==> src/rtl/fifo_ctrl_thr_pkg.sv <==
// Shared types and helpers for the threshold FIFO controller.
package fifo_pkg;

  // Encoded as {wr, rd}.
  typedef enum logic [1:0] {
    OpNone  = 2'b00,
    OpRead  = 2'b01,
    OpWrite = 2'b10,
    OpBoth  = 2'b11
  } fifo_op_e;

  // Modulo-depth increment; any value at or past the last slot returns to 0.
  function automatic logic [7:0] wrap_inc(input logic [7:0] ptr, input int unsigned depth);
    if ({24'd0, ptr} >= depth - 1) return 8'd0;
    return ptr + 8'd1;
  endfunction

endpackage

==> src/rtl/fifo_ctrl_thr_if.sv <==
// Handshake and status bundle between producer/consumer and fifo_ctrl_thr.
interface fifo_ctrl_thr_if #(
  parameter int unsigned Depth = 16
);
  localparam int unsigned AddrBits  = $clog2(Depth);
  localparam int unsigned CountBits = $clog2(Depth + 1);

  logic                 wr_i;
  logic                 rd_i;
  logic                 clr_i;
  logic                 w_en_o;
  logic [AddrBits-1:0]  w_addr_o;
  logic [AddrBits-1:0]  r_addr_o;
  logic [CountBits-1:0] count_o;
  logic                 empty_o;
  logic                 full_o;
  logic                 almost_empty_o;
  logic                 almost_full_o;
  logic                 overflow_o;
  logic                 underflow_o;

  modport master (
    output wr_i, rd_i, clr_i,
    input  w_en_o, w_addr_o, r_addr_o, count_o, empty_o, full_o,
           almost_empty_o, almost_full_o, overflow_o, underflow_o
  );

  modport slave (
    input  wr_i, rd_i, clr_i,
    output w_en_o, w_addr_o, r_addr_o, count_o, empty_o, full_o,
           almost_empty_o, almost_full_o, overflow_o, underflow_o
  );
endinterface

==> src/rtl/fifo_ctrl_thr_ptr.sv <==
// Modulo-Depth wrapping pointer register with increment and synchronous clear.
module fifo_ptr
  import fifo_pkg::*;
#(
  parameter int unsigned Depth = 16,
  localparam int unsigned AddrBits = $clog2(Depth)
) (
  input  logic                clk_i,
  input  logic                rst_i,
  input  logic                inc_i,
  input  logic                clr_i,
  output logic [AddrBits-1:0] ptr_o
);

  logic [AddrBits-1:0] ptr_d, ptr_q;

  always_comb begin
    ptr_d = ptr_q;
    if (clr_i) begin
      ptr_d = '0;
    end else if (inc_i) begin
      ptr_d = AddrBits'(wrap_inc(8'(ptr_q), Depth));
    end
  end

  always_ff @(posedge clk_i or posedge rst_i) begin
    if (rst_i) ptr_q <= '0;
    else       ptr_q <= ptr_d;
  end

  assign ptr_o = ptr_q;

endmodule

==> src/rtl/fifo_ctrl_thr.sv <==
// Register-file FIFO controller with arbitrary depth, thresholds and flush.
// Define FIFO_CTRL_ERR_EN to build the sticky overflow/underflow flags.
module fifo_ctrl_thr
  import fifo_pkg::*;
#(
  parameter int unsigned Depth          = 16,
  parameter int unsigned AlmostFullThr  = 14,
  parameter int unsigned AlmostEmptyThr = 2
) (
  input logic              clk_i,
  input logic              rst_i,
  fifo_ctrl_thr_if.slave   fifo_io
);

  localparam int unsigned AddrBits  = $clog2(Depth);
  localparam int unsigned CountBits = $clog2(Depth + 1);

  logic                 clr, rd_acc, wr_acc, wr_en, rd_en;
  fifo_op_e             op;
  logic [CountBits-1:0] cnt_d, cnt_q;
  logic                 empty_q, full_q, aempty_q, afull_q;
  logic [AddrBits-1:0]  w_addr, r_addr;

  assign clr    = fifo_io.clr_i;
  assign rd_acc = fifo_io.rd_i & ~empty_q;
  // A read on a full FIFO frees the slot this write lands in.
  assign wr_acc = fifo_io.wr_i & (~full_q | fifo_io.rd_i);
  assign wr_en  = wr_acc & ~clr;
  assign rd_en  = rd_acc & ~clr;
  assign op     = fifo_op_e'({wr_en, rd_en});

  fifo_ptr #(.Depth(Depth)) u_wr_ptr (
    .clk_i (clk_i),
    .rst_i (rst_i),
    .inc_i (wr_en),
    .clr_i (clr),
    .ptr_o (w_addr)
  );

  fifo_ptr #(.Depth(Depth)) u_rd_ptr (
    .clk_i (clk_i),
    .rst_i (rst_i),
    .inc_i (rd_en),
    .clr_i (clr),
    .ptr_o (r_addr)
  );

  always_comb begin
    cnt_d = cnt_q;
    unique case (op)
      OpWrite: cnt_d = cnt_q + CountBits'(1);
      OpRead:  cnt_d = cnt_q - CountBits'(1);
      default: cnt_d = cnt_q;
    endcase
    if (clr) cnt_d = '0;
  end

  always_ff @(posedge clk_i or posedge rst_i) begin
    if (rst_i) begin
      cnt_q    <= '0;
      empty_q  <= 1'b1;
      full_q   <= 1'b0;
      aempty_q <= 1'b1;
      afull_q  <= 1'b0;
    end else begin
      cnt_q    <= cnt_d;
      empty_q  <= (cnt_d == '0);
      full_q   <= (cnt_d == CountBits'(Depth));
      aempty_q <= (cnt_d <= CountBits'(AlmostEmptyThr));
      afull_q  <= (cnt_d >= CountBits'(AlmostFullThr));
    end
  end

`ifdef FIFO_CTRL_ERR_EN
  logic ovf_d, ovf_q, udf_d, udf_q;

  always_comb begin
    ovf_d = ovf_q | (fifo_io.wr_i & full_q & ~fifo_io.rd_i);
    udf_d = udf_q | (fifo_io.rd_i & empty_q);
    if (clr) begin
      ovf_d = 1'b0;
      udf_d = 1'b0;
    end
  end

  always_ff @(posedge clk_i or posedge rst_i) begin
    if (rst_i) begin
      ovf_q <= 1'b0;
      udf_q <= 1'b0;
    end else begin
      ovf_q <= ovf_d;
      udf_q <= udf_d;
    end
  end

  assign fifo_io.overflow_o  = ovf_q;
  assign fifo_io.underflow_o = udf_q;
`else
  assign fifo_io.overflow_o  = 1'b0;
  assign fifo_io.underflow_o = 1'b0;
`endif

  assign fifo_io.w_en_o         = wr_en;
  assign fifo_io.w_addr_o       = w_addr;
  assign fifo_io.r_addr_o       = r_addr;
  assign fifo_io.count_o        = cnt_q;
  assign fifo_io.empty_o        = empty_q;
  assign fifo_io.full_o         = full_q;
  assign fifo_io.almost_empty_o = aempty_q;
  assign fifo_io.almost_full_o  = afull_q;

endmodule
==> src/flat_wrapper.sv <==
// flat-port wrapper written by rule: the top's interface ports become plain ports
module fifo_ctrl_thr_flat import fifo_pkg::*;
#(
  parameter int unsigned Depth          = 16,
  parameter int unsigned AlmostFullThr  = 14,
  parameter int unsigned AlmostEmptyThr = 2
)
  (clk_i, rst_i, fifo_io_wr_i, fifo_io_rd_i, fifo_io_clr_i, fifo_io_w_en_o, fifo_io_w_addr_o, fifo_io_r_addr_o, fifo_io_count_o, fifo_io_empty_o, fifo_io_full_o, fifo_io_almost_empty_o, fifo_io_almost_full_o, fifo_io_overflow_o, fifo_io_underflow_o);
  fifo_ctrl_thr_if #(.Depth(Depth)) fifo_io_i ();
  input logic clk_i;
  input logic rst_i;
  input wire logic [$bits(fifo_io_i.wr_i)-1:0] fifo_io_wr_i;
  input wire logic [$bits(fifo_io_i.rd_i)-1:0] fifo_io_rd_i;
  input wire logic [$bits(fifo_io_i.clr_i)-1:0] fifo_io_clr_i;
  output wire logic [$bits(fifo_io_i.w_en_o)-1:0] fifo_io_w_en_o;
  output wire logic [$bits(fifo_io_i.w_addr_o)-1:0] fifo_io_w_addr_o;
  output wire logic [$bits(fifo_io_i.r_addr_o)-1:0] fifo_io_r_addr_o;
  output wire logic [$bits(fifo_io_i.count_o)-1:0] fifo_io_count_o;
  output wire logic [$bits(fifo_io_i.empty_o)-1:0] fifo_io_empty_o;
  output wire logic [$bits(fifo_io_i.full_o)-1:0] fifo_io_full_o;
  output wire logic [$bits(fifo_io_i.almost_empty_o)-1:0] fifo_io_almost_empty_o;
  output wire logic [$bits(fifo_io_i.almost_full_o)-1:0] fifo_io_almost_full_o;
  output wire logic [$bits(fifo_io_i.overflow_o)-1:0] fifo_io_overflow_o;
  output wire logic [$bits(fifo_io_i.underflow_o)-1:0] fifo_io_underflow_o;
  assign fifo_io_i.wr_i = fifo_io_wr_i;
  assign fifo_io_i.rd_i = fifo_io_rd_i;
  assign fifo_io_i.clr_i = fifo_io_clr_i;
  assign fifo_io_w_en_o = fifo_io_i.w_en_o;
  assign fifo_io_w_addr_o = fifo_io_i.w_addr_o;
  assign fifo_io_r_addr_o = fifo_io_i.r_addr_o;
  assign fifo_io_count_o = fifo_io_i.count_o;
  assign fifo_io_empty_o = fifo_io_i.empty_o;
  assign fifo_io_full_o = fifo_io_i.full_o;
  assign fifo_io_almost_empty_o = fifo_io_i.almost_empty_o;
  assign fifo_io_almost_full_o = fifo_io_i.almost_full_o;
  assign fifo_io_overflow_o = fifo_io_i.overflow_o;
  assign fifo_io_underflow_o = fifo_io_i.underflow_o;
  fifo_ctrl_thr #(.Depth(Depth), .AlmostFullThr(AlmostFullThr), .AlmostEmptyThr(AlmostEmptyThr)) u_core (.clk_i(clk_i), .rst_i(rst_i), .fifo_io(fifo_io_i));
endmodule
==> config.mk <==
export PLATFORM = sky130hd
export DESIGN_NAME = fifo_ctrl_thr_flat
export DESIGN_NICKNAME = d
export VERILOG_FILES = /design/src/rtl/fifo_ctrl_thr_pkg.sv /design/src/rtl/fifo_ctrl_thr_if.sv /design/src/rtl/fifo_ctrl_thr_ptr.sv /design/src/rtl/fifo_ctrl_thr.sv /design/src/flat_wrapper.sv
export SDC_FILE = /design/constraint.sdc
export NUM_CORES = 1
export LEC_CHECK = 0
export ABC_AREA = 0
export CORE_MARGIN = 2
export CORE_UTILIZATION = 48
export CTS_BUF_LIST = sky130_fd_sc_hd__clkbuf_8 sky130_fd_sc_hd__clkbuf_16
export CTS_CLUSTER_DIAMETER = 120
export CTS_CLUSTER_SIZE = 40
export DETAILED_ROUTE_END_ITERATION = 7
export PLACE_DENSITY = 0.84
export SETUP_SLACK_MARGIN = 0.05
export SKIP_CTS_REPAIR_TIMING = 1
export SLEW_MARGIN = 10
export SYNTH_ARGS = -nofsm -noshare
export SYNTH_HDL_FRONTEND = slang
export SYNTH_SLANG_ARGS = --single-unit
==> constraint.sdc <==
create_clock -name clk_i -period 2.84 [get_ports clk_i]
set_clock_uncertainty 0.1 [all_clocks]
set_input_delay 0.426 -clock clk_i [delete_from_list [all_inputs] [get_ports clk_i]]
set_output_delay 0.426 -clock clk_i [all_outputs]
set_load 0.02 [all_outputs]
## After elaboration in Yosys (flattened, before gate mapping)

Cells that the tools add are included.

| operators by class | value |
|---|---|
| reductions and logical operators | 3 |
| bitwise operators | 8 |
| equal/unequal tests | 3 |
| $lt $le $gt $ge | 4 |
| $add $sub $neg | 4 |
| multiplexer cells | 16 |

Operators by type and width:

| kind | count |
|---|---|
| $mux 4 | 8 |
| $pmux 5 s2 | 1 |
| $add 4x1->4 const B | 2 |
| $ge 4x4->1 const B | 2 |
| $mux 1 | 6 |
| $add 5x1->5 const B | 1 |
| $eq 5x5->1 const B | 1 |
| $ge 5x4->1 const B | 1 |
| $le 5x2->1 const B | 1 |
| $logic_not 5->1 | 1 |
| $mux 5 | 1 |
| $sub 5x1->5 const B | 1 |
| $and 1x1->1 | 4 |
| $reduce_bool 2->1 | 2 |
| $not 1->1 | 3 |
| $eq 2x1->1 const B | 1 |
| $eq 2x2->1 const B | 1 |
| $or 1x1->1 | 1 |

| storage, ports and cells | value |
|---|---|
| word-level logic and storage cells | 45 |
| flip-flop bits (word level) | 17 |
| output and inout bits | 20 |

## Logic depth before layout (Yosys ltp)

Gate-level depths: netlist (run 1).

| depth | value |
|---|---|
| word-level depth | 9 |
| gate-level depth with buffers | 12 |
| mapped depth without buffers | 11 |

## Hierarchy

A second synthesis (run 1) with hierarchy kept.

| unflattened totals | value |
|---|---|
| cells, all modules | 104 |
| area, all modules | 1071.0 sq um |

By module, submodules not included:

| module | instances | cells each | seq. area each (sq um) | area an instance (sq um) |
|---|---|---|---|---|
| fifo_ctrl_thr | 1 | 62 | 227.7 | 668.1 |
| fifo_ptr | 2 | 21 | 100.1 | 201.4 |

## Worst setup path before layout (run 1)

No wires, ideal clock.

| timing path | value |
|---|---|
| kind | input to register |
| start point | in fifo_io_clr_i |
| end point | reg u_core.full_q, in the netlist u_core.fifo_io.full_o |
| setup slack | -0.063 ns |
| stages | 12 |
| arrival time | 2.723 ns |
| buffers on the path | 3 |
| required time | 2.660 ns |
| cell sequence | clkbuf_1 clkbuf_1 nor3_1 ha_1 buf_6 xor2_1 ha_1 a21oi_1 xnor3_1 nor4b_1 a211oi_1 nor3b_2 |

| between the ends | value |
|---|---|
| cells in the longest elaborated chain, start to end | 6 |
| elaborated cells between the ends (all ways) | 8 |
| classes of those cells | eq/ne: 3; mux: 2; bitwise: 3 |

RTL lines:

| element | RTL line | text |
|---|---|---|
| start: declaration | flat_wrapper.sv:14 | `input wire logic [$bits(fifo_io_i.clr_i)-1:0] fifo_io_clr_i;` |
| $not 1->1 | fifo_ctrl_thr.sv:28, fifo_ctrl_thr.sv:29 |  |
| $and 1x1->1, on equally long branches | fifo_ctrl_thr.sv:29, fifo_ctrl_thr.sv:28 |  |
| $eq 2x1->1 / $eq 2x2->1 (equally long branches) | fifo_ctrl_thr.sv:50 | `unique case (op)` |
| $pmux 5 s2 | fifo_ctrl_thr.sv:50 |  |
| $mux 5 * | fifo_ctrl_thr.sv:55 | `if (clr) cnt_d = '0;` |
| $eq 5x5->1 * | fifo_ctrl_thr.sv:68 | `full_q <= (cnt_d == CountBits'(Depth));` |
| end signal: assignment | fifo_ctrl_thr.sv:68 |  |
| end: declaration | fifo_ctrl_thr.sv:21 | `logic empty_q, full_q, aempty_q, afull_q;` |

Every way passes the cells marked *; elsewhere a longest branch is shown, timed or not.
A chain may end at the register's enable or synchronous reset.

## Worst setup path after layout (run 1)

| timing path | value |
|---|---|
| start point | in fifo_io_wr_i |
| end point | reg u_core.full_q, in the netlist u_core.fifo_io.full_o |

| between the ends | value |
|---|---|
| cells in the longest elaborated chain, start to end | 6 |
| elaborated cells between the ends (all ways) | 7 |
| classes of those cells | eq/ne: 3; mux: 2; bitwise: 2 |

RTL lines:

| element | RTL line | text |
|---|---|---|
| start: declaration | flat_wrapper.sv:12 | `input wire logic [$bits(fifo_io_i.wr_i)-1:0] fifo_io_wr_i;` |
| $and 1x1->1 * | fifo_ctrl_thr.sv:27 | `assign wr_acc = fifo_io.wr_i & (~full_q \| fifo_io.rd_i);` |
| $and 1x1->1 * | fifo_ctrl_thr.sv:28 | `assign wr_en = wr_acc & ~clr;` |
| $eq 2x1->1 / $eq 2x2->1 (equally long branches) | fifo_ctrl_thr.sv:50 |  |
| $pmux 5 s2 * | fifo_ctrl_thr.sv:50 |  |
| $mux 5 * | fifo_ctrl_thr.sv:55 |  |
| $eq 5x5->1 * | fifo_ctrl_thr.sv:68 |  |

Marks and branches as above.

==> results of run 1 <==
-- Yosys cell counts, drive strengths merged (2+ instances only) --
library cell  number  share of area [%]
inv                4                1.5
xor2               7                6.0
dfrtp             15                 36
a211oi             2                1.5
nand2b             2                1.2
o21ai              5                2.4
nor2b              3                1.8
ha                 5                6.1
nand2              8                2.9
xnor2              3                2.6
clkbuf             2               0.73
nor3               5                2.4
nor3b              2                1.9
or3                3                1.8
a21oi             10                4.9
nor2              10                4.4
mux2i              2                1.9
buf                5                3.5
dfstp              2                5.1
-- state kept, by name, indices dropped and copies added (netlist names) --
register	count
u_core.fifo_io.count_o	5
u_core.u_wr_ptr.ptr_o	4
u_core.fifo_io.almost_empty_o	1
u_core.fifo_io.full_o	1
u_core.u_rd_ptr.ptr_o	4
u_core.fifo_io.almost_full_o	1
u_core.fifo_io.empty_o	1
-- metal layers --
metal / track usage, % / wire length (um) / vias to the layer above
li1: - / - / 419
met1: 24.57 / 968 / 429
met2: 36.40 / 1263 / 27
met5: 0 / 0 / -
met3: 5.060 / 112 / 7
met4: 5.405 / 32 / 0
-- through the flow --
step	std cells	cell area, sq um	setup slack [ns]
finish	164	1420	0.08645
global route	164	1420	-0.03167
CTS	163	1364	-0.03702
detailed placement	159	1319	-0.2113
global placement	159	1319	-0.1260
floorplan	107	1036	0.1258
-- worst max path at each step --
stage,startpoint,to,slack [ns],depth (start not counted)
3_5_place_dp,fifo_io_rd_i,u_core.fifo_io.empty_o,-0.21,12
3_3_place_gp,fifo_io_rd_i,u_core.fifo_io.full_o,-0.13,12
5_1_grt,fifo_io_wr_i,u_core.fifo_io.full_o,-0.03,11
4_1_cts,fifo_io_rd_i,u_core.fifo_io.full_o,-0.04,12
6_report,fifo_io_wr_i,u_core.fifo_io.full_o,0.09,11
2_1_floorplan,u_core.fifo_io.full_o,u_core.fifo_io.full_o,0.13,11
-- critical path: stages --
cell and delay (ns):
clkdlybuf4s50_1 0.49, a21boi_2 0.19, nand2b_1 0.10, ha_2 0.20
xor2_1 0.14, ha_2 0.21, a21oi_2 0.17, xnor3_1 0.27
nor4b_2 0.29, a211oi_2 0.13, nor3b_2 0.20
-- final cells by class --
type | instances | area, sq um
multi-input cells | 79 | 593.1
fillers | 161 | 581.8
flip-flops and latches | 17 | 427.9
repair buffers | 33 | 305.3
clock buffers | 3 | 41.29
well taps | 27 | 33.78
inverters | 4 | 15.01
clock inverters | 1 | 3.754
-- logic make-up (layout without fill, tap and decap cells) --
group,after synthesis,in the layout,synth area share (%)
and+or+nand+nor,36,36,19.08
muxes,3,3,3.038
buffers and inverters,11,41,5.710
xor gates and xnor gates,11,11,10.69
AOI/OAI and AO/OA,22,22,13.49
adders and majority gates,5,5,6.075
DFF,17,17,41.56
other,1,2,0.3642
-- cell usage in the layout (no fill, tap or decap), drive strengths merged --
cell type	count
clkbuf	3
and3b	1
nor2	10
mux2i	2
dlymetal6s2s	1
nor3b	2
mux2	1
inv	5
a31o	1
or3	3
dfrtp	15
dfstp	2
or3b	1
a22oi	1
a21oi	10
buf	11
xor2	7
nor2b	3
o32ai	1
o31a	1
nor4b	1
a211oi	2
nor3	5
clkdlybuf4s50	21
conb	2
xnor2	3
nand2	8
ha	5
o21ai	5
nand2b	2
a21boi	1
xnor3	1
-- report_power, final --
part	switching [mW]	leakage [nW]	internal [mW]
Clock	0.0773	0.0269	0.0959
Combinational	0.0866	0.379	0.0789
Sequential	0.0210	0.228	0.260
==> metrics, run 1 <==
Worst Hold Class=in -> async; WP data required=2.91 ns; Syn Inst Count=between 100 and 150; min Tclk post-route=2.754 ns; number of synthesized flops with an enable pin=0; clk slew on worst S/H paths=around 0.060 ns; Post-route DRC=0; wirelength, routed=roughly 2.4 mm; synthesized area=slightly above 0.001 sq mm; hold slack=0.4477 ns; post-synthesis cell type count=36; DP HPWL=~1.6 mm; IO buf count=22; # rows=16; number of diodes=0; share of cells above drive strength 1=between 20% and 30%; startpoint type of the worst setup path=primary input; H-tree levels=1; post-DR wirelength/cell=~14 um; I/O pin count=25; Setup crit end kind=flop; Main synth FF type=dfrtp_1; CTS Buffer Depth=2; worst rel slew slack=between 50% and 60%; Reg2Reg Setup Slack=approximately 0.35 ns; Syn-to-layout area delta=37.91%; clock latency at the later pin of the worst-skew pair=approximately 0.25 ns; Static Leak=around 0.63 nW; Synth Register Bits=17; pin count of the biggest net entering global routing=18; Core Region=0.002002 sq mm; via count=a little under 900; setup tns final=0 ns; reg2reg end=u_core.fifo_io.full_o; pwr/cell area=around 440 mW/mm^2; status=finished clean; Synth async-reset ratio=100.0%; CP Data Arrival Time=around 2.8 ns; sequential-to-total area share from yosys stat=between 40% and 50%; cts bufs inserted=3; grt total ovfl=0; CTS tree=built; setup violators final=0; Final ANT Viol Nets=0; Initial Utilization=about half; maximum fanout along the worst path=3; initial antenna violation count=0; VDD IR max=0.4193 mV; first-pass GRT wire length=slightly below 4 mm; final period utilization=96.96%; reg2reg start=u_core.fifo_io.full_o; Pre-antenna DRT Iters=4; max cap viols=0; clock sink total=17; Routability Congestion=roughly 0.9; Max Fclk=about 0.36 GHz; synthesized area per cell=roughly 9.7 sq um; Final Max Slew Viols=0; gr usage total=20.48%; r2r worst-path depth=10; Starting DRT DRC Count=12; die footprint=approximately 0.0025 sq mm; Final nets=148; Worst Path Class, Setup=in -> reg; Final Hold Fails=0; root buffer cell=clkbuf_8; Die Height=approximately 50 um; Pwr Total=approximately 620 uW; synth warn=0; Util after Layout=70.94%; via/cell ratio=~5.4; Die W=between 50 and 60 um; Worst-Margin Slew=approximately 0.64 ns; vias in the first global route=862
No activity file was read; power rests on OpenSTA's default activity.
==> run 2: changes to the inputs <==
CORE_MARGIN = 1.5   (was 2)
HOLD_SLACK_MARGIN = 0.12   (was not set)
==> metrics, run 2 (same netlist as run 1, synthesis figures left out) <==
status=finished clean; post-DR wirelength/cell=14.04 um (-3.2%); vias in the first global route=860 (-0.23%); Initial Utilization=51.96% (+0.52 points); Worst Path Class, Setup=in -> reg; # rows=16 (unchanged); setup violators final=0 (unchanged); via count=885 (+0.34%); number of diodes=0 (unchanged); Routability Congestion=0.8350 (-6.5%); pin count of the biggest net entering global routing=18 (unchanged); min Tclk post-route=2.709 ns (-0.04413 ns); Clock Power Share=27.8% (about the same); commonest non-fill, non-tap cell in the layout=clkdlybuf4s50_1; Reg2Reg Setup Slack=0.44 ns (+0.09 ns); met1 WL=982 um (+1.4%); Starting DRT DRC Count=10 (-2); maximum fanout along the worst path=4 (+1); first-pass GRT wire length=3.739 mm (-5.2%); grt total ovfl=0 (unchanged); RSZ-0062 raised after global routing=false; wirelength, routed=2.288 mm (-3.7%); I/O pin count=25 (unchanged); reg2reg end=u_core.fifo_io.almost_empty_o; startpoint type of the worst setup path=primary input; IO buf count=22 (unchanged); hold slack=0.4475 ns (-0.0002340 ns); root buffer cell=clkbuf_8; sw frac=29.96% (+0.13 points); max cap viols=0 (unchanged); gr usage total=20.20% (-0.29 points); CP startpoint=fifo_io_rd_i; Critical Path Sink=u_core.fifo_io.almost_empty_o; reg2reg start=u_core.fifo_io.full_o; H-tree levels=1 (unchanged); DP HPWL=1.661 mm (+4.9%); Pre-antenna DRT Iters=4 (unchanged); clock sink total=17 (unchanged); Setup crit end kind=flop; final period utilization=95.40% (-1.6 points); CTS tree=built; Multi-input gate area=604.3 sq um (+1.9%); Gate power share=26.6% (about the same); Worst Hold Class=in -> async; Core Region=0.001982 sq mm (-1.0%); via/cell ratio=5.429 (+0.96%); met2 WL post-DR=1.203 mm (-4.8%); Die Height=49.32 um (-2.0%); WP data required=2.90 ns (about the same); Psw=186.5 uW (+0.87%); Sequential cell area=427.9 sq um (unchanged); CTS Buffer Depth=2 (unchanged); r2r worst-path depth=9 (-1); pwr/cell area=438.0 mW/mm^2 (+0.33%); Static Leak=0.6201 nW (-2.2%); P_int=436.1 uW (+0.23%); Syn-to-layout area delta=38.03% (about the same); commonest non-fill, non-tap cells in the layout=clkdlybuf4s50_1, dfrtp_1, buf_4; Die W=49.32 um (-2.0%); CP Data Arrival Time=2.77 ns (-0.05 ns); Post-route DRC=0 (unchanged); Max Fclk=0.3691 GHz (+1.6%); clk slew on worst S/H paths=0.06 ns (about the same); Flop pwr share=45.5% (about the same); Final Hold Fails=0 (unchanged); highest metal used=met4; worst rel slew slack=58.35% (+0.92 points); initial antenna violation count=0 (unchanged); clock latency at the later pin of the worst-skew pair=0.25 ns (about the same); Worst-Margin Slew=0.6241 ns (-0.01382 ns); Final nets=147 (-0.68%); Final Max Slew Viols=0 (unchanged); met3 WL=92 um (-18%); share of cells above drive strength 1=22.79% (+0.17 points); die footprint=0.002432 sq mm (-3.9%); Fillers=145 (-9.9%); max FFs per register=5 (unchanged); cts bufs inserted=3 (unchanged); VDD IR max=0.4211 mV (+0.43%); Final ANT Viol Nets=0 (unchanged); setup tns final=0 ns (unchanged)
-- run 2: cell type report --
cell class | count | share of cell area, %
clock inverter | 1 | 0.2641
tap | 27 | 2.377
sequential | 17 | 30.11
clock buffer | 3 | 2.905
inverter | 4 | 1.056
timing repair buffer | 32 | 20.77
multi-input combinational | 79 | 42.52
-- run 2: worst min path at each step --
stage | cells past startpoint | slack (ns) | to
after floorplan | 1 | 0.25 | u_core.fifo_io.almost_full_o
after global placement | 2 | 0.44 | u_core.u_rd_ptr.ptr_o[3]
after detailed placement | 2 | 0.44 | u_core.u_wr_ptr.ptr_o[3]
after CTS | 2 | 0.45 | u_core.u_wr_ptr.ptr_o[3]
after global routing | 2 | 0.48 | u_core.u_wr_ptr.ptr_o[3]
final | 2 | 0.45 | u_core.fifo_io.almost_full_o
-- run 2: worst max-delay path, cell delays in order --
cell and delay (ns):
clkdlybuf4s50_1 0.49, inv_2 0.06, a21boi_2 0.14, nand2b_1 0.10
buf_4 0.15, ha_1 0.28, xor2_1 0.17, a22oi_1 0.10
a21oi_2 0.22, mux2_2 0.41, nor3_1 0.21
-- run 2: through the flow --
| step | setup WS, ns | area (sq um) | util, % | std cells | power [mW] |
|---|---|---|---|---|---|
| global placement | -0.1192 | 1319 | 66.54 | 159 | 0.4340 |
| global route | 0.01557 | 1421 | 71.72 | 163 | 0.6530 |
| detailed placement | -0.2261 | 1319 | 66.54 | 159 | 0.4388 |
| finish | 0.1306 | 1421 | 71.72 | 163 | 0.6226 |
| CTS | -0.001340 | 1364 | 68.81 | 163 | 0.6149 |
| floorplan | 0.1258 | 1036 | - | 107 | 0.3778 |
-- run 2: metal layers --
metal  vias up  global-route usage [%]
met5         -                       0
met4         0                   5.238
met3         2                   5.215
met2        27                   36.94
met1       436                   23.03
li1        420                       -
-- run 2: power groups by stage --
| stage | combinational (mW) | clock [mW] | sequential (mW) |
|---|---|---|---|
| after floorplan | 0.0791 | 0 | 0.299 |
| after global placement | 0.150 | 0 | 0.284 |
| after detailed placement | 0.154 | 0 | 0.285 |
| after CTS | 0.155 | 0.179 | 0.281 |
| after global routing | 0.178 | 0.190 | 0.286 |
| final | 0.166 | 0.173 | 0.283 |
==> run 3: changes to the inputs <==
MAX_ROUTING_LAYER = met4   (was not set)
==> metrics, run 3 (same netlist as run 1, synthesis figures left out) <==
slowest CP cell=clkdlybuf4s50_1; Die Height=49.32 um (unchanged); via/cell ratio=5.497 (+1.2%); status=finished clean; pin count of the biggest net entering global routing=18 (unchanged); clock sink total=17 (unchanged); hold slack=0.4476 ns (+0.0001270 ns); RSZ-0062 raised after global routing=false; number of diodes=0 (unchanged); Worst-Margin Slew=0.6293 ns (+0.005211 ns); Final Cell Area=0.001421 sq mm (unchanged); Critical Path Max Stage Delay=0.49 ns (about the same); Pre-antenna DRT Iters=4 (unchanged); startpoint type of the worst setup path=primary input; IO buf count=22 (unchanged); Reg2Reg Setup Slack=0.43 ns (about the same); Worst Hold Class=in -> async; via count=896 (+1.2%); Routability Congestion=0.8479 (+1.5%); pwr/cell area=438.4 mW/mm^2 (about the same); worst rel slew slack=58.00% (-0.35 points); Final ANT Viol Nets=0 (unchanged); Fillers=145 (unchanged); placed cell area=0.001319 sq mm (unchanged); max cap viols=0 (unchanged); Setup crit end kind=flop; Final Hold Fails=0 (unchanged); CP most frequent cell=ha_2; Static Leak=0.6201 nW (unchanged); vias in the first global route=859 (-0.12%); min Tclk post-route=2.713 ns (+0.003607 ns); commonest non-fill, non-tap cell in the layout=clkdlybuf4s50_1; first-pass GRT wire length=3.739 mm (unchanged); cts bufs inserted=3 (unchanged); post-route insts no fill=163 (unchanged); Die W=49.32 um (unchanged); share of cells above drive strength 1=22.79% (unchanged); gr usage total=20.77% (+0.57 points); setup violators final=0 (unchanged); sw frac=30.02% (+0.058 points); max FFs per register=5 (unchanged); clk slew on worst S/H paths=0.06 ns (about the same); Worst Path Class, Setup=in -> reg; post-DR wirelength/cell=14.13 um (+0.66%); # rows=16 (unchanged); Post-Place Cells=159 (unchanged); Final Max Slew Viols=0 (unchanged); I/O pin count=25 (unchanged); DP Worst Slack=-0.2261 ns (unchanged); DP HPWL=1.661 mm (unchanged); Gate power share=26.6% (about the same); Final nets=147 (unchanged); Psw=187.0 uW (+0.27%); root buffer cell=clkbuf_8; VDD IR max=0.4197 mV (-0.33%); Post-route DRC=0 (unchanged); Max Fclk=0.3686 GHz (-0.13%); P_int=436.0 uW (about the same); final period utilization=95.53% (+0.13 points); Clock Power Share=27.9% (about the same); die footprint=0.002432 sq mm (unchanged); grt total ovfl=0 (unchanged); Flop pwr share=45.5% (about the same); WP data required=2.92 ns (+0.02 ns); maximum fanout along the worst path=3 (-1); setup tns final=0 ns (unchanged); CTS Buffer Depth=2 (unchanged); Critical Path, Cell by Cell=clkdlybuf4s50_1 > inv_2 > a21boi_2 > nand2b_1 > ha_2 > xor2_1 > ha_2 > a21oi_4 > xnor3_1 > nor4b_2 > a211oi_2 > nor3_2; Util after Layout=71.72% (unchanged); clock latency at the later pin of the worst-skew pair=0.25 ns (about the same); Starting DRT DRC Count=10 (unchanged); Syn-to-layout area delta=38.03% (unchanged); wirelength, routed=2.303 mm (+0.66%); Core Region=0.001982 sq mm (unchanged); Initial Utilization=51.96% (unchanged); commonest non-fill, non-tap cells in the layout=clkdlybuf4s50_1, dfrtp_1, buf_4; H-tree levels=1 (unchanged); CTS tree=built; Pwr Total=623.1 uW (about the same); initial antenna violation count=0 (unchanged); Final Worst Setup Slack=0.1270 ns (-0.003607 ns); CP Data Arrival Time=2.79 ns (+0.02 ns)
-- run 3: cell counts in the layout (fill, tap and decap cells not counted) --
No cell type changed its count.
-- run 3: critical path, delay by kind of cell --
| kind | cells | cell delay, ns |
|---|---|---|
| buffers and inverters | 2 | 0.55 |
| AND/OR/NAND/NOR | 3 | 0.60 |
| adder cells (fa/ha/maj) | 2 | 0.42 |
| AO/OA/AOI/OAI | 3 | 0.36 |
| XOR/XNOR | 2 | 0.42 |
-- run 3: worst paths after layout --
path | from | end | cells past startpoint
min in group clk_i | u_core.u_wr_ptr.ptr_o[3] | u_core.u_wr_ptr.ptr_o[3] | 2
min | rst_i | u_core.u_rd_ptr.ptr_o[1] | 2
max | fifo_io_rd_i | u_core.fifo_io.empty_o | 12
max reg2reg | u_core.fifo_io.full_o | u_core.fifo_io.empty_o | 10
max in group asynchronous | rst_i | u_core.fifo_io.count_o[2] | 2
min reg2reg | u_core.u_wr_ptr.ptr_o[3] | u_core.u_wr_ptr.ptr_o[3] | 2
-- run 3: power by group through the flow --
| stage | clock network [mW] | registers, mW | logic, mW |
|---|---|---|---|
| 3_3_place_gp | 0 | 0.284 | 0.150 |
| 3_5_place_dp | 0 | 0.285 | 0.154 |
| 2_1_floorplan | 0 | 0.299 | 0.0791 |
| 5_1_grt | 0.190 | 0.286 | 0.178 |
| 4_1_cts | 0.179 | 0.281 | 0.155 |
| 6_report | 0.174 | 0.284 | 0.166 |
-- run 3: final cells by class --
class	count	area [sq um]	area share (%)
clock inverters	1	3.754	0.2641
multi-input cells	79	604.3	42.52
clock buffers	3	41.29	2.905
well taps	27	33.78	2.377
repair buffers	32	295.3	20.77
flip-flops and latches	17	427.9	30.11
inverters	4	15.01	1.056
-- run 3: per-layer routing --
layer / wire [um] / track usage (%)
met1: 986 / 23.23
met2: 1212 / 36.94
met5: 0 / -
met3: 88 / 4.908
met4: 17 / 5.238
==> RTL change, RTL diff (config.mk and constraints of run 2) <==
`Depth` is set to 16 in 4 places; all go to 32.
--- a/src/rtl/fifo_ctrl_thr_if.sv
+++ b/src/rtl/fifo_ctrl_thr_if.sv
@@ -1,6 +1,6 @@
 // Handshake and status bundle between producer/consumer and fifo_ctrl_thr.
 interface fifo_ctrl_thr_if #(
-  parameter int unsigned Depth = 16
+  parameter int unsigned Depth = 32
 );
   localparam int unsigned AddrBits  = $clog2(Depth);
   localparam int unsigned CountBits = $clog2(Depth + 1);
--- a/src/rtl/fifo_ctrl_thr_ptr.sv
+++ b/src/rtl/fifo_ctrl_thr_ptr.sv
@@ -2,7 +2,7 @@
 module fifo_ptr
   import fifo_pkg::*;
 #(
-  parameter int unsigned Depth = 16,
+  parameter int unsigned Depth = 32,
   localparam int unsigned AddrBits = $clog2(Depth)
 ) (
   input  logic                clk_i,
--- a/src/rtl/fifo_ctrl_thr.sv
+++ b/src/rtl/fifo_ctrl_thr.sv
@@ -3,7 +3,7 @@
 module fifo_ctrl_thr
   import fifo_pkg::*;
 #(
-  parameter int unsigned Depth          = 16,
+  parameter int unsigned Depth          = 32,
   parameter int unsigned AlmostFullThr  = 14,
   parameter int unsigned AlmostEmptyThr = 2
 ) (
--- a/src/flat_wrapper.sv
+++ b/src/flat_wrapper.sv
@@ -1,7 +1,7 @@
 // flat-port wrapper written by rule: the top's interface ports become plain ports
 module fifo_ctrl_thr_flat import fifo_pkg::*;
 #(
-  parameter int unsigned Depth          = 16,
+  parameter int unsigned Depth          = 32,
   parameter int unsigned AlmostFullThr  = 14,
   parameter int unsigned AlmostEmptyThr = 2
 )
Interface: changed (resized fifo_io_count_o, fifo_io_r_addr_o and fifo_io_w_addr_o); port bits go from 25 to 28. The function was not compared with the original's and may differ.
==> RTL change against run 2 <==
Total power rose by 46%. Largest cell class unchanged. Design area up 27%. Non-clock buffer count grew 6. Highest routed layer unchanged. Routed wire length up 48%. Combinational power increased by 100%. Sequential share of layout area fell by 2.2 points. Largest power group unchanged. Die area grew 29%. Worst hold slack worse by 24 ps. Sequential cell count rose by 3. Setup slack worse by 82 ps. Area after synthesis grew 31%. Count of clock-buffer cells in the layout rose by 1.
==> RTL change: results (changes against run 2) <==
Setup path
  – Crit path kind: reg2reg
  – CP Buf/Inv Count: 0 (-3)
  – FF-to-FF path depth: 10 (+1)
  – CP max stage cell: dfstp_2
  – Reg2reg start: u_core.fifo_io.empty_o
  – CP Max Fanout: 3 (-1)

Synthesis
  – Mux cell area share after synthesis: 3.81% (+0.77 points)
  – Distinct cells, synth: 46 (+28%)
  – Compound-Gate Fraction of Synth Area: 20.6% (+7.1 points)
  – Adder-cell share of the synthesized area: 6.50% (+0.42 points)
  – Post-synthesis sequential area ratio: 37.3% (-4.2 points)
  – Post-Synthesis Cells: 143 (+35%)
  – Synth top area cells: dfrtp_1, ha_1, dfstp_2, mux2i_1, a21oi_1

Min path
  – Min-delay worst type: reg2reg

GRT
  – Vias in the first global route: 1215 (+41%)
  – First-pass GRT wire length: 5.64 mm (+51%)
  – Grt met1 use: 28.6% (+5.5 points)
  – Grt met2 use: 39.8% (+2.9 points)
  – Largest net degree at the start of global routing: 21 (+3)

Finish
  – Layout cells sized above 1: 19.4% (-3.4 points)
  – Fin nets: 188 (+28%)

Timing
  – Worst relative slew slack: 50.4% (-8.0 points)

Placement
  – Detailed placement HPWL: 2.48 mm (+49%)
  – RePlAce Congestion: 0.849 (+1.6%)

Run status
  – Status: completed

Drt
  – Metal3 WL: 105 um (+14%)

Power
  – Leak: 0.839 nW (+35%)
  – Combinational share of power: 36.5% (+9.9 points)
  – Clock power share: 23.5% (-4.3 points)
RTL change: cell types whose count changed after synthesis, sizes merged, moves of 3 or more:
| cell | before | now |
|---|---|---|
| a211o | 0 | 3 |
| a22o | 0 | 4 |
| inv | 4 | 7 |
| nand4b | 0 | 3 |
| buf | 5 | 10 |
| a21oi | 10 | 7 |
| and3 | 0 | 4 |
| nand3 | 0 | 4 |
| a21o | 0 | 3 |
| xor2 | 7 | 4 |
| dfrtp | 15 | 18 |
RTL change: how the worst min path moves through the flow:
stage | slack [ps] | from | to
after CTS | 430 | u_core.u_wr_ptr.ptr_o[2] | u_core.u_wr_ptr.ptr_o[2]
after floorplan | 290 | rst_i | u_core.fifo_io.almost_full_o
after global placement | 400 | u_core.u_wr_ptr.ptr_o[2] | u_core.u_wr_ptr.ptr_o[2]
after detailed placement | 400 | u_core.u_wr_ptr.ptr_o[2] | u_core.u_wr_ptr.ptr_o[2]
final | 420 | u_core.u_wr_ptr.ptr_o[2] | u_core.u_wr_ptr.ptr_o[2]
after global routing | 470 | u_core.u_wr_ptr.ptr_o[2] | u_core.u_wr_ptr.ptr_o[2]
RTL change: area by class of cell:
class	instances	area [sq um]	share of cell area [%]
timing repair buffer	38	355	19.7
clock buffer	4	55.1	3.06
tap	31	38.8	2.15
sequential	20	503	27.9
inverter	7	26.3	1.46
multi-input combinational	106	822	45.7
RTL change: stage by stage:
step	cell area (sq um)	setup slack [ps]	hold slack [ps]	power (W)	utilization [%]
after CTS	1740	-153	425	0.000891	64.3
final	1800	48.3	424	0.000908	66.4
after detailed placement	1690	-398	404	0.000676	62.2
after floorplan	1380	54.2	288	0.000550	-
after global placement	1690	-239	402	0.000661	62.2
after global routing	1800	-35.5	467	0.000953	66.4
